**src/rtl/water_inlet_arbiter.sv**
```systemverilog
// -----------------------------------------------------------------------------
// water_inlet_arbiter
//   Shares one mains water inlet valve among NUM_MACHINES washing machine
//   controllers. Requests are served one at a time in round-robin order. Each
//   grant lasts at most FILL_TICKS cycles, and a GAP_TICKS settle gap follows
//   every grant so the valve is closed before the next arbitration.
//
// Ports:
//   clk        in   system clock, rising edge
//   rst_n      in   synchronous active-low reset
//   req        in   [NUM_MACHINES] per-machine fill request (level)
//   pause      in   global pause; freezes the phase counter
//   prio_req   in   [NUM_MACHINES] priority class (only with WATER_ARB_PRIO_EN)
//   grant      out  [NUM_MACHINES] one-hot or zero grant, registered
//   valve_open out  inlet valve drive, (state==GRANT) & ~pause
//   busy       out  high whenever state != IDLE, registered
//   fill_cnt   out  [CNT_W] current phase counter, registered
//
// Build option:
//   WATER_ARB_PRIO_EN - adds prio_req; requests that also assert prio_req win
//                       arbitration over plain requests (shared rr pointer).
// -----------------------------------------------------------------------------
module water_inlet_arbiter #(
    parameter int NUM_MACHINES = 4,
    parameter int FILL_TICKS   = 10,
    parameter int GAP_TICKS    = 2,
    parameter int CNT_W        = 6
) (
    input  logic                    clk,
    input  logic                    rst_n,
    input  logic [NUM_MACHINES-1:0] req,
    input  logic                    pause,
`ifdef WATER_ARB_PRIO_EN
    input  logic [NUM_MACHINES-1:0] prio_req,
`endif
    output logic [NUM_MACHINES-1:0] grant,
    output logic                    valve_open,
    output logic                    busy,
    output logic [CNT_W-1:0]        fill_cnt
);

    localparam int PTR_W = (NUM_MACHINES > 1) ? $clog2(NUM_MACHINES) : 1;

    typedef enum logic [1:0] {IDLE, GRANT, SETTLE} state_t;

    state_t                  state_q, state_d;
    logic [NUM_MACHINES-1:0] grant_q, grant_d;
    logic [CNT_W-1:0]        cnt_q, cnt_d;
    logic [PTR_W-1:0]        rr_q, rr_d;
    logic [PTR_W-1:0]        gidx_q, gidx_d;  // index of current grantee
    logic                    busy_q, busy_d;

    // ---------------- arbitration ----------------
    logic [NUM_MACHINES-1:0] cand;
    logic                    win_vld;
    logic [PTR_W-1:0]        win_idx;
    logic [NUM_MACHINES-1:0] win_oh;
    logic [PTR_W-1:0]        win_next;

    always_comb begin
`ifdef WATER_ARB_PRIO_EN
        // Priority requests, when any are present, hide all plain requests.
        cand = (|(req & prio_req)) ? (req & prio_req) : req;
`else
        cand = req;
`endif
        win_vld = 1'b0;
        win_idx = '0;
        win_oh  = '0;
        // Rotating scan starting at rr_q; first set bit wins.
        for (int i = 0; i < NUM_MACHINES; i++) begin
            int idx;
            idx = int'(rr_q) + i;
            if (idx >= NUM_MACHINES) idx = idx - NUM_MACHINES;
            if (!win_vld && cand[idx]) begin
                win_vld     = 1'b1;
                win_idx     = PTR_W'(idx);
                win_oh[idx] = 1'b1;
            end
        end
        win_next = (int'(win_idx) == NUM_MACHINES - 1) ? '0 : win_idx + 1'b1;
    end

    // ---------------- next state ----------------
    always_comb begin
        state_d = state_q;
        grant_d = grant_q;
        cnt_d   = cnt_q;
        rr_d    = rr_q;
        gidx_d  = gidx_q;

        case (state_q)
            IDLE: begin
                if (win_vld) begin
                    state_d = GRANT;
                    grant_d = win_oh;
                    cnt_d   = '0;
                    gidx_d  = win_idx;
                    rr_d    = win_next;
                end
            end
            GRANT: begin
                // Early release beats both pause and timeout.
                if (!req[gidx_q]) begin
                    state_d = SETTLE;
                    grant_d = '0;
                    cnt_d   = '0;
                end else if (pause) begin
                    cnt_d = cnt_q;
                end else if (cnt_q == CNT_W'(FILL_TICKS - 1)) begin
                    state_d = SETTLE;
                    grant_d = '0;
                    cnt_d   = '0;
                end else begin
                    cnt_d = cnt_q + 1'b1;
                end
            end
            SETTLE: begin
                grant_d = '0;
                if (pause) begin
                    cnt_d = cnt_q;
                end else if (cnt_q == CNT_W'(GAP_TICKS - 1)) begin
                    cnt_d = '0;
                    if (win_vld) begin
                        state_d = GRANT;
                        grant_d = win_oh;
                        gidx_d  = win_idx;
                        rr_d    = win_next;
                    end else begin
                        state_d = IDLE;
                    end
                end else begin
                    cnt_d = cnt_q + 1'b1;
                end
            end
            default: begin
                state_d = IDLE;
                grant_d = '0;
                cnt_d   = '0;
            end
        endcase

        busy_d = (state_d != IDLE);
    end

    always_ff @(posedge clk) begin
        if (!rst_n) begin
            state_q <= IDLE;
            grant_q <= '0;
            cnt_q   <= '0;
            rr_q    <= '0;
            gidx_q  <= '0;
            busy_q  <= 1'b0;
        end else begin
            state_q <= state_d;
            grant_q <= grant_d;
            cnt_q   <= cnt_d;
            rr_q    <= rr_d;
            gidx_q  <= gidx_d;
            busy_q  <= busy_d;
        end
    end

    assign grant      = grant_q;
    assign busy       = busy_q;
    assign fill_cnt   = cnt_q;
    assign valve_open = (state_q == GRANT) & ~pause;

endmodule

```
**config.mk**
```make
export PLATFORM = sky130hd
export DESIGN_NAME = water_inlet_arbiter
export DESIGN_NICKNAME = d
export VERILOG_FILES = /design/src/rtl/water_inlet_arbiter.sv
export SDC_FILE = /design/constraint.sdc
export NUM_CORES = 1
export LEC_CHECK = 0
export ABC_CLOCK_PERIOD_IN_PS = 3250
export CELL_PAD_IN_SITES_DETAIL_PLACEMENT = 1
export CELL_PAD_IN_SITES_GLOBAL_PLACEMENT = 2
export CORE_UTILIZATION = 34
export CTS_BUF_LIST = sky130_fd_sc_hd__clkbuf_4 sky130_fd_sc_hd__clkbuf_8
export DETAILED_ROUTE_END_ITERATION = 10
export PLACE_DENSITY = 0.91
export SKIP_LAST_GASP = 1
export SYNTH_ARGS = -nofsm -noshare
export SYNTH_HDL_FRONTEND = slang
export SYNTH_SLANG_ARGS = --single-unit
```
**constraint.sdc**
```tcl
create_clock -name clk -period 3.25 [get_ports clk]
set_clock_uncertainty 0.2 [all_clocks]
set_input_delay 0.4875 -clock clk [delete_from_list [all_inputs] [get_ports clk]]
set_output_delay 0.4875 -clock clk [all_outputs]
set_load 0.02 [all_outputs]
```
==> results of run 1 <==
[cell type report]
type	count	area share, %
Multi-Input combinational cell	140	60.2
Sequential cell	17	19.6
Timing Repair Buffer	21	11.6
Tap cell	50	3.59
Clock buffer	3	2.37
Inverter	11	2.37
Clock inverter	1	0.288
[cells in the final DEF (no fill, tap or decap), types with 2 or more instances in the layout]
cell type / count
a211o_1: 2
a21oi_1: 15
a22o_1: 4
and2_1: 2
buf_4: 3
clkbuf_8: 3
clkdlybuf4s50_1: 18
dfxtp_1: 17
ha_1: 11
inv_1: 11
mux2_2: 7
mux2i_1: 4
mux4_2: 3
nand2_1: 12
nand2b_1: 2
nand3_1: 6
nand3b_1: 2
nor2_1: 10
nor2b_1: 7
nor3_1: 5
o21ai_0: 10
o21ai_1: 3
o22ai_1: 2
or3_1: 2
[worst paths after layout]
path              slack [ns]  cells after the start     endpoint
hold / removal          0.25                      2     grant[2]
setup reg to reg        0.47                      9      rr_q[1]
setup / recovery        0.46                      7  fill_cnt[3]
hold reg to reg         0.25                      2     grant[2]
[layer usage]
layer | global-route usage [%] | wire length [um] | vias to the layer above
li1 | - | - | 689
met1 | 21.6 | 1750 | 689
met2 | 31.3 | 1870 | 11
met3 | 3.50 | 81 | 4
met4 | 2.60 | 17 | 0
met5 | 0 | 0 | -
[power breakdown]
group / leakage [uW] / switching (uW) / internal [uW]
sequential: 0.000139 / 35.3 / 254
clock: 0.0000255 / 76.0 / 85.2
combinational: 0.000504 / 364 / 324
[state kept, by name (all words and copies together) (netlist names), named ones only]
signal    cells
fill_cnt      6
grant         4
gidx_q        2
state_q       2
busy          1
rr_q          1
[per-stage QoR]
| stage | hold WS (ns) | util (%) | cells |
|---|---|---|---|
| floorplan | 0.250 | - | 177 |
| global placement | 0.241 | 41.5 | 239 |
| detailed placement | 0.248 | 41.5 | 239 |
| CTS | 0.258 | 42.6 | 243 |
| global route | 0.297 | 42.6 | 243 |
| finish | 0.251 | 42.6 | 243 |
[synthesized netlist by cell type, drive strengths merged (5+ instances only)]
cell type	n	area, um2
nor2b	7	43.8
o21ai	14	73.8
buf	5	33.8
nor3	5	25.0
mux2	7	78.8
inv	11	41.3
ha	11	138
dfxtp	17	340
nand3	6	30.0
nand2	12	45.0
a21oi	15	75.1
nor2	10	37.5
[critical path, delay by kind of cell]
family / cells / cell delay, ns
buf+inv: 1 / 0.65
simple gates: 4 / 1.21
compound gates: 2 / 0.37
[cells by family (layout without fill, tap and decap cells)]
| family | count (synthesis) | after routing | synth area share [%] |
|---|---|---|---|
| simple gates | 60 | 60 | 22.9 |
| flops | 17 | 17 | 23.0 |
| fa+ha+maj | 11 | 11 | 9.31 |
| buf+inv | 20 | 36 | 6.10 |
| mux | 14 | 14 | 12.6 |
| compound gates | 54 | 54 | 25.5 |
| xor+xnor | 1 | 1 | 0.593 |
==> impl_metrics.csv, run 1 <==
group,metric,value,unit
global_route,grt_pass1_vias,1400,
placement,dpl_worst_slack,0.217,ns
yosys,ys_seq_area_share,23.0,%
setup_path,reg2reg_from,"rr_q[1]",
finish,multi_input_area,1050,um2
yosys,postSynthCellCount,177,
placement,place_area,1690,um2
setup_path,critical_path.max_stage_delay,0.65,ns
yosys,synth-edff-count,0,
floorplan,fp.dieW,67.9,um
setup_path,worstSetupStartpointType,"input port",
sta,max_freq,358,MHz
clock_tree,clockRootBuffer,"clkbuf_8",
yosys,avgSynthCellArea,8.35,um2
finish,regArea,340,um2
worst_hold_path,hold_path_startpoint,"grant[2]",
finish,fill_cells,488,
clock_tree,postCtsSetupBuffers,0,
global_route,grt_max_degree,16,
sta,worstMarginPinSlew,0.470,ns
sta,setup_tns,0,ns
sta,timing.final.crit_share,85.9,%
setup_path,worstSetupEndpointType,"flop",
drt,drcViolationCount,0,
setup_path,cp_max_fo,15,
sta,hold_violations,0,
global_route,grt_overflow_total,0,
yosys,syn_area,1480,um2
drt,wl_per_cell,15.3,um
floorplan,dieArea,4610,um2
clock_tree,cts_sinks,17,
global_route,gr-usage-all-layers,17.4,%
clock_tree,insertion_delay,0.26,ns
finish,drive_above_1_share,14.5,%
global_route,grt_pass1_wl,6200,um
drt,via_per_inst,5.73,
yosys,yosysWarnings,0,
sta,slew-limit-headroom,68.6,%
sta,setup_ws,0.459,ns
power,power,1140,uW
global_route,antenna_found_initial,0,
clock_tree,clock_path_buffers,2,
placement,placement.io_buffers,18,
setup_path,crit_top_cell,"nor2_1",
yosys,synthFlopType,"dfxtp_1",
power,vdd_ir_drop_max,0.198,mV
drt,via_count,1393,
floorplan,num_rows,23,
yosys,async_flop_share,0,%
placement,dp_hpwl,2870,um
floorplan,initial_utilization,36.2,%
placement,gp_congestion,0.804,
drt,drt-pass1-iter-count,4,
sta,setup_viol,0,
sta,min_period,2.79,ns
floorplan,io_pins,19,
floorplan,coreArea,4090,um2
floorplan,die_h,67.9,um
yosys,synth_seq_cells,17,
setup_path,critPathKind,"input port to flop",
clock_tree,h-tree-depth,1,
sta,timing.final.max_slew_violations,0,
setup_path,cpMaxStageDelayCell,"clkdlybuf4s50_1",
setup_path,required,3.18,ns
finish,nNetsFinal,212,
clock_tree,path_clk_slew,0.07,ns
clock_tree,postCtsHoldBufs,0,
finish,final_area,1740,um2
drt,drt-initial-drc-count,65,
power,cellPowerDensity,654,nW/um2
run_status,outcome,"finished clean",
setup_path,worstPathCellList,"clkdlybuf4s50_1 -> or4_4 -> nor2_1 -> a2bb2oi_2 -> nor2_1 -> nand3_1 -> a21oi_1",
yosys,yosysUniqueCellTypes,56,
yosys,synth_fp_nets,195,
drt,ant_nets,0,
setup_path,cp.arrival,2.72,ns
finish,antenna_cells,0,
clock_tree,cts_tree,"built",
finish,area_delta_synth_final,17.8,%
sta,rsz0062_at_grt,"no",
setup_path,cp-startpoint,"req[1]",
clock_tree,cts-resized-gates,0,
clock_tree,numCtsBuffers,3,
worst_hold_path,hold_class,"flop to flop",
power,power.leakage,0.000668,uW
run,drv_cap,0,
drt,routed_wl,3720,um
No activity file was read; power rests on OpenSTA's default activity.
==> run 2: changes to the inputs <==
--- a/config.mk
+++ b/config.mk
@@ -8,10 +8,12 @@
 export ABC_CLOCK_PERIOD_IN_PS = 3250
 export CELL_PAD_IN_SITES_DETAIL_PLACEMENT = 1
 export CELL_PAD_IN_SITES_GLOBAL_PLACEMENT = 2
+export CORE_MARGIN = 2
 export CORE_UTILIZATION = 34
 export CTS_BUF_LIST = sky130_fd_sc_hd__clkbuf_4 sky130_fd_sc_hd__clkbuf_8
 export DETAILED_ROUTE_END_ITERATION = 10
 export PLACE_DENSITY = 0.91
+export RECOVER_POWER = 25
 export SKIP_LAST_GASP = 1
 export SYNTH_ARGS = -nofsm -noshare
 export SYNTH_HDL_FRONTEND = slang
==> run 2 against run 1 <==
Cell count is 0.41% higher. Clock power up 5%. Register-to-register slack lost 0.04 ns. Hold slack gained 0.00079 ns. Wire length increased by 4.0%. Critical path depth increased by 1. Highest routed layer is now met3. Non-clock buffer count up 1. Via count grew 0.93%. Worst setup slack got worse by 0.029 ns. Critical path type is now flop to flop.
==> impl_metrics.csv, run 2 (synthesized netlist as in run 1, its figures left out) <==
group,metric,value,unit
finish,utilization,42.8,%
setup_path,worstSetupStartpointType,"flop",
drt,ant_nets,0,
global_route,grt_max_degree,16,
placement,placement.io_buffers,18,
drt,via_count,1406,
finish,area_delta_synth_final,18.5,%
power,clockPowerShare,14.8,%
finish,nNetsFinal,213,
global_route,grt_pass1_wl,6810,um
global_route,gr-usage-all-layers,16.5,%
power,power,1140,uW
floorplan,coreArea,4090,um2
drt,wl_per_cell,15.9,um
finish,layout_commonest_cell,"dfxtp_1",
clock_tree,postCtsHoldBufs,0,
finish,largest_reg_flops,6,
floorplan,initial_utilization,36.2,%
worst_hold_path,whs_endpoint,"grant[2]",
placement,place_area,1700,um2
floorplan,num_rows,23,
setup_path,required,3.18,ns
setup_path,ff2ff_setup_slack,0.43,ns
setup_path,worstPathCellList,"inv_1 -> ha_1 -> mux4_2 -> nor2b_1 -> inv_1 -> a21boi_0 -> xnor2_1 -> nor2_1",
setup_path,reg2reg_from,"rr_q[1]",
power,pwr-share-seq,25.3,%
clock_tree,path_clk_slew,0.07,ns
worst_hold_path,hold_depth,2,
setup_path,cp_max_fo,9,
setup_path,cpMaxStageDelayCell,"mux4_2",
setup_path,crit_top_cell,"inv_1",
clock_tree,cts_tree,"built",
drt,via_per_inst,5.76,
finish,layout_common_cells,"17 x dfxtp_1, 15 x a21oi_1, 12 x nand2_1",
run_status,outcome,"finished clean",
power,power.leakage,0.000695,uW
drt,drt-initial-drc-count,45,
clock_tree,insertion_delay,0.25,ns
sta,timing.final.crit_share,86.8,%
sta,hold_violations,0,
setup_path,path_buf_inv,2,
floorplan,fp.dieW,69.9,um
clock_tree,numCtsBuffers,3,
floorplan,io_pins,19,
sta,worstMarginPinSlew,0.500,ns
worst_hold_path,hold_path_startpoint,"grant[2]",
sta,setup_viol,0,
drt,drcViolationCount,0,
floorplan,die_h,69.9,um
placement,dp_hpwl,2970,um
finish,final-instance-count-excl-fill,244,
drt,drt-pass1-iter-count,4,
worst_hold_path,hold_class,"flop to flop",
placement,gp_congestion,0.796,
finish,drive_above_1_share,14.9,%
clock_tree,cts-resized-gates,0,
setup_path,worstSetupEndpointType,"flop",
setup_path,critical_path.max_stage_delay,0.58,ns
sta,timing.final.max_slew_violations,0,
sta,setup_tns,0,ns
global_route,antenna_found_initial,0,
sta,slew-limit-headroom,66.1,%
clock_tree,postCtsSetupBuffers,0,
global_route,grt_overflow_total,0,
finish,fill_cells,500,
setup_path,cp_top_family,"multiplexers",
finish,final_area,1750,um2
global_route,grt_pass1_vias,1501,
finish,antenna_cells,0,
power,power_switching,475,uW
setup_path,r2r_cells,8,
setup_path,cp.arrival,2.75,ns
sta,min_period,2.82,ns
clock_tree,clockRootBuffer,"clkbuf_8",
power,combPwrFrac,59.9,%
clock_tree,h-tree-depth,1,
power,vdd_ir_drop_max,0.177,mV
power,cellPowerDensity,652,nW/um2
clock_tree,cts_sinks,17,
power,swShare,41.6,%
sta,rsz0062_at_grt,"no",
floorplan,dieArea,4890,um2
clock_tree,clock_path_buffers,2,
setup_path,critPathKind,"flop to flop",
run,drv_cap,0,
sta,max_freq,355,MHz
power,internal_power,667,uW
placement,dp_cells,240,
drt,routed_wl,3870,um
[run 2: worst reg2reg max path, cell delays in order, from the launching register on]
cell and delay (ns):
dfxtp_1 0.54, inv_1 0.21, ha_1 0.36, mux4_2 0.58
nor2b_1 0.32, inv_1 0.07, a21boi_0 0.22, xnor2_1 0.14
nor2_1 0.06
[run 2: how the worst max path moves through the flow]
stage                       start           to  slack [ns]  cells after the start
after floorplan              flop         flop        0.62                      9
after global placement     req[1]  fill_cnt[2]        0.38                      7
after detailed placement   req[0]  fill_cnt[3]        0.27                      7
after CTS                 rr_q[1]         flop        0.41                      8
after global routing      rr_q[1]     grant[1]        0.15                      8
final                     rr_q[1]         flop        0.43                      8
[run 2: area by class of cell]
class                           count  area, um2  area share [%]
Clock buffer                        4       48.8            2.79
Timing Repair Buffer               22        210            12.0
Multi-Input combinational cell    140       1050            59.8
Tap cell                           50       62.6            3.57
Inverter                           11       41.3            2.36
Sequential cell                    17        340            19.4
[run 2: metal layers]
layer	vias up	routed length [um]	GRT usage [%]
li1	686	-	-
met1	704	1780	20.9
met2	16	1990	29.1
met3	0	103	3.75
met4	0	0	2.78
met5	-	0	0
[run 2: stage by stage]
stage	hold WS (ns)	setup WS, ns
final	0.252	0.431
after global routing	0.281	0.151
after CTS	0.258	0.408
after detailed placement	0.249	0.270
after global placement	0.242	0.384
after floorplan	0.250	0.617
[run 2: power by group through the flow]
stage | Sequential [uW] | Combinational, uW | Clock, uW
floorplan | 315 | 493 | 0
global placement | 292 | 662 | 0
detailed placement | 296 | 691 | 0
CTS | 292 | 694 | 176
global route | 298 | 764 | 184
finish | 289 | 684 | 169
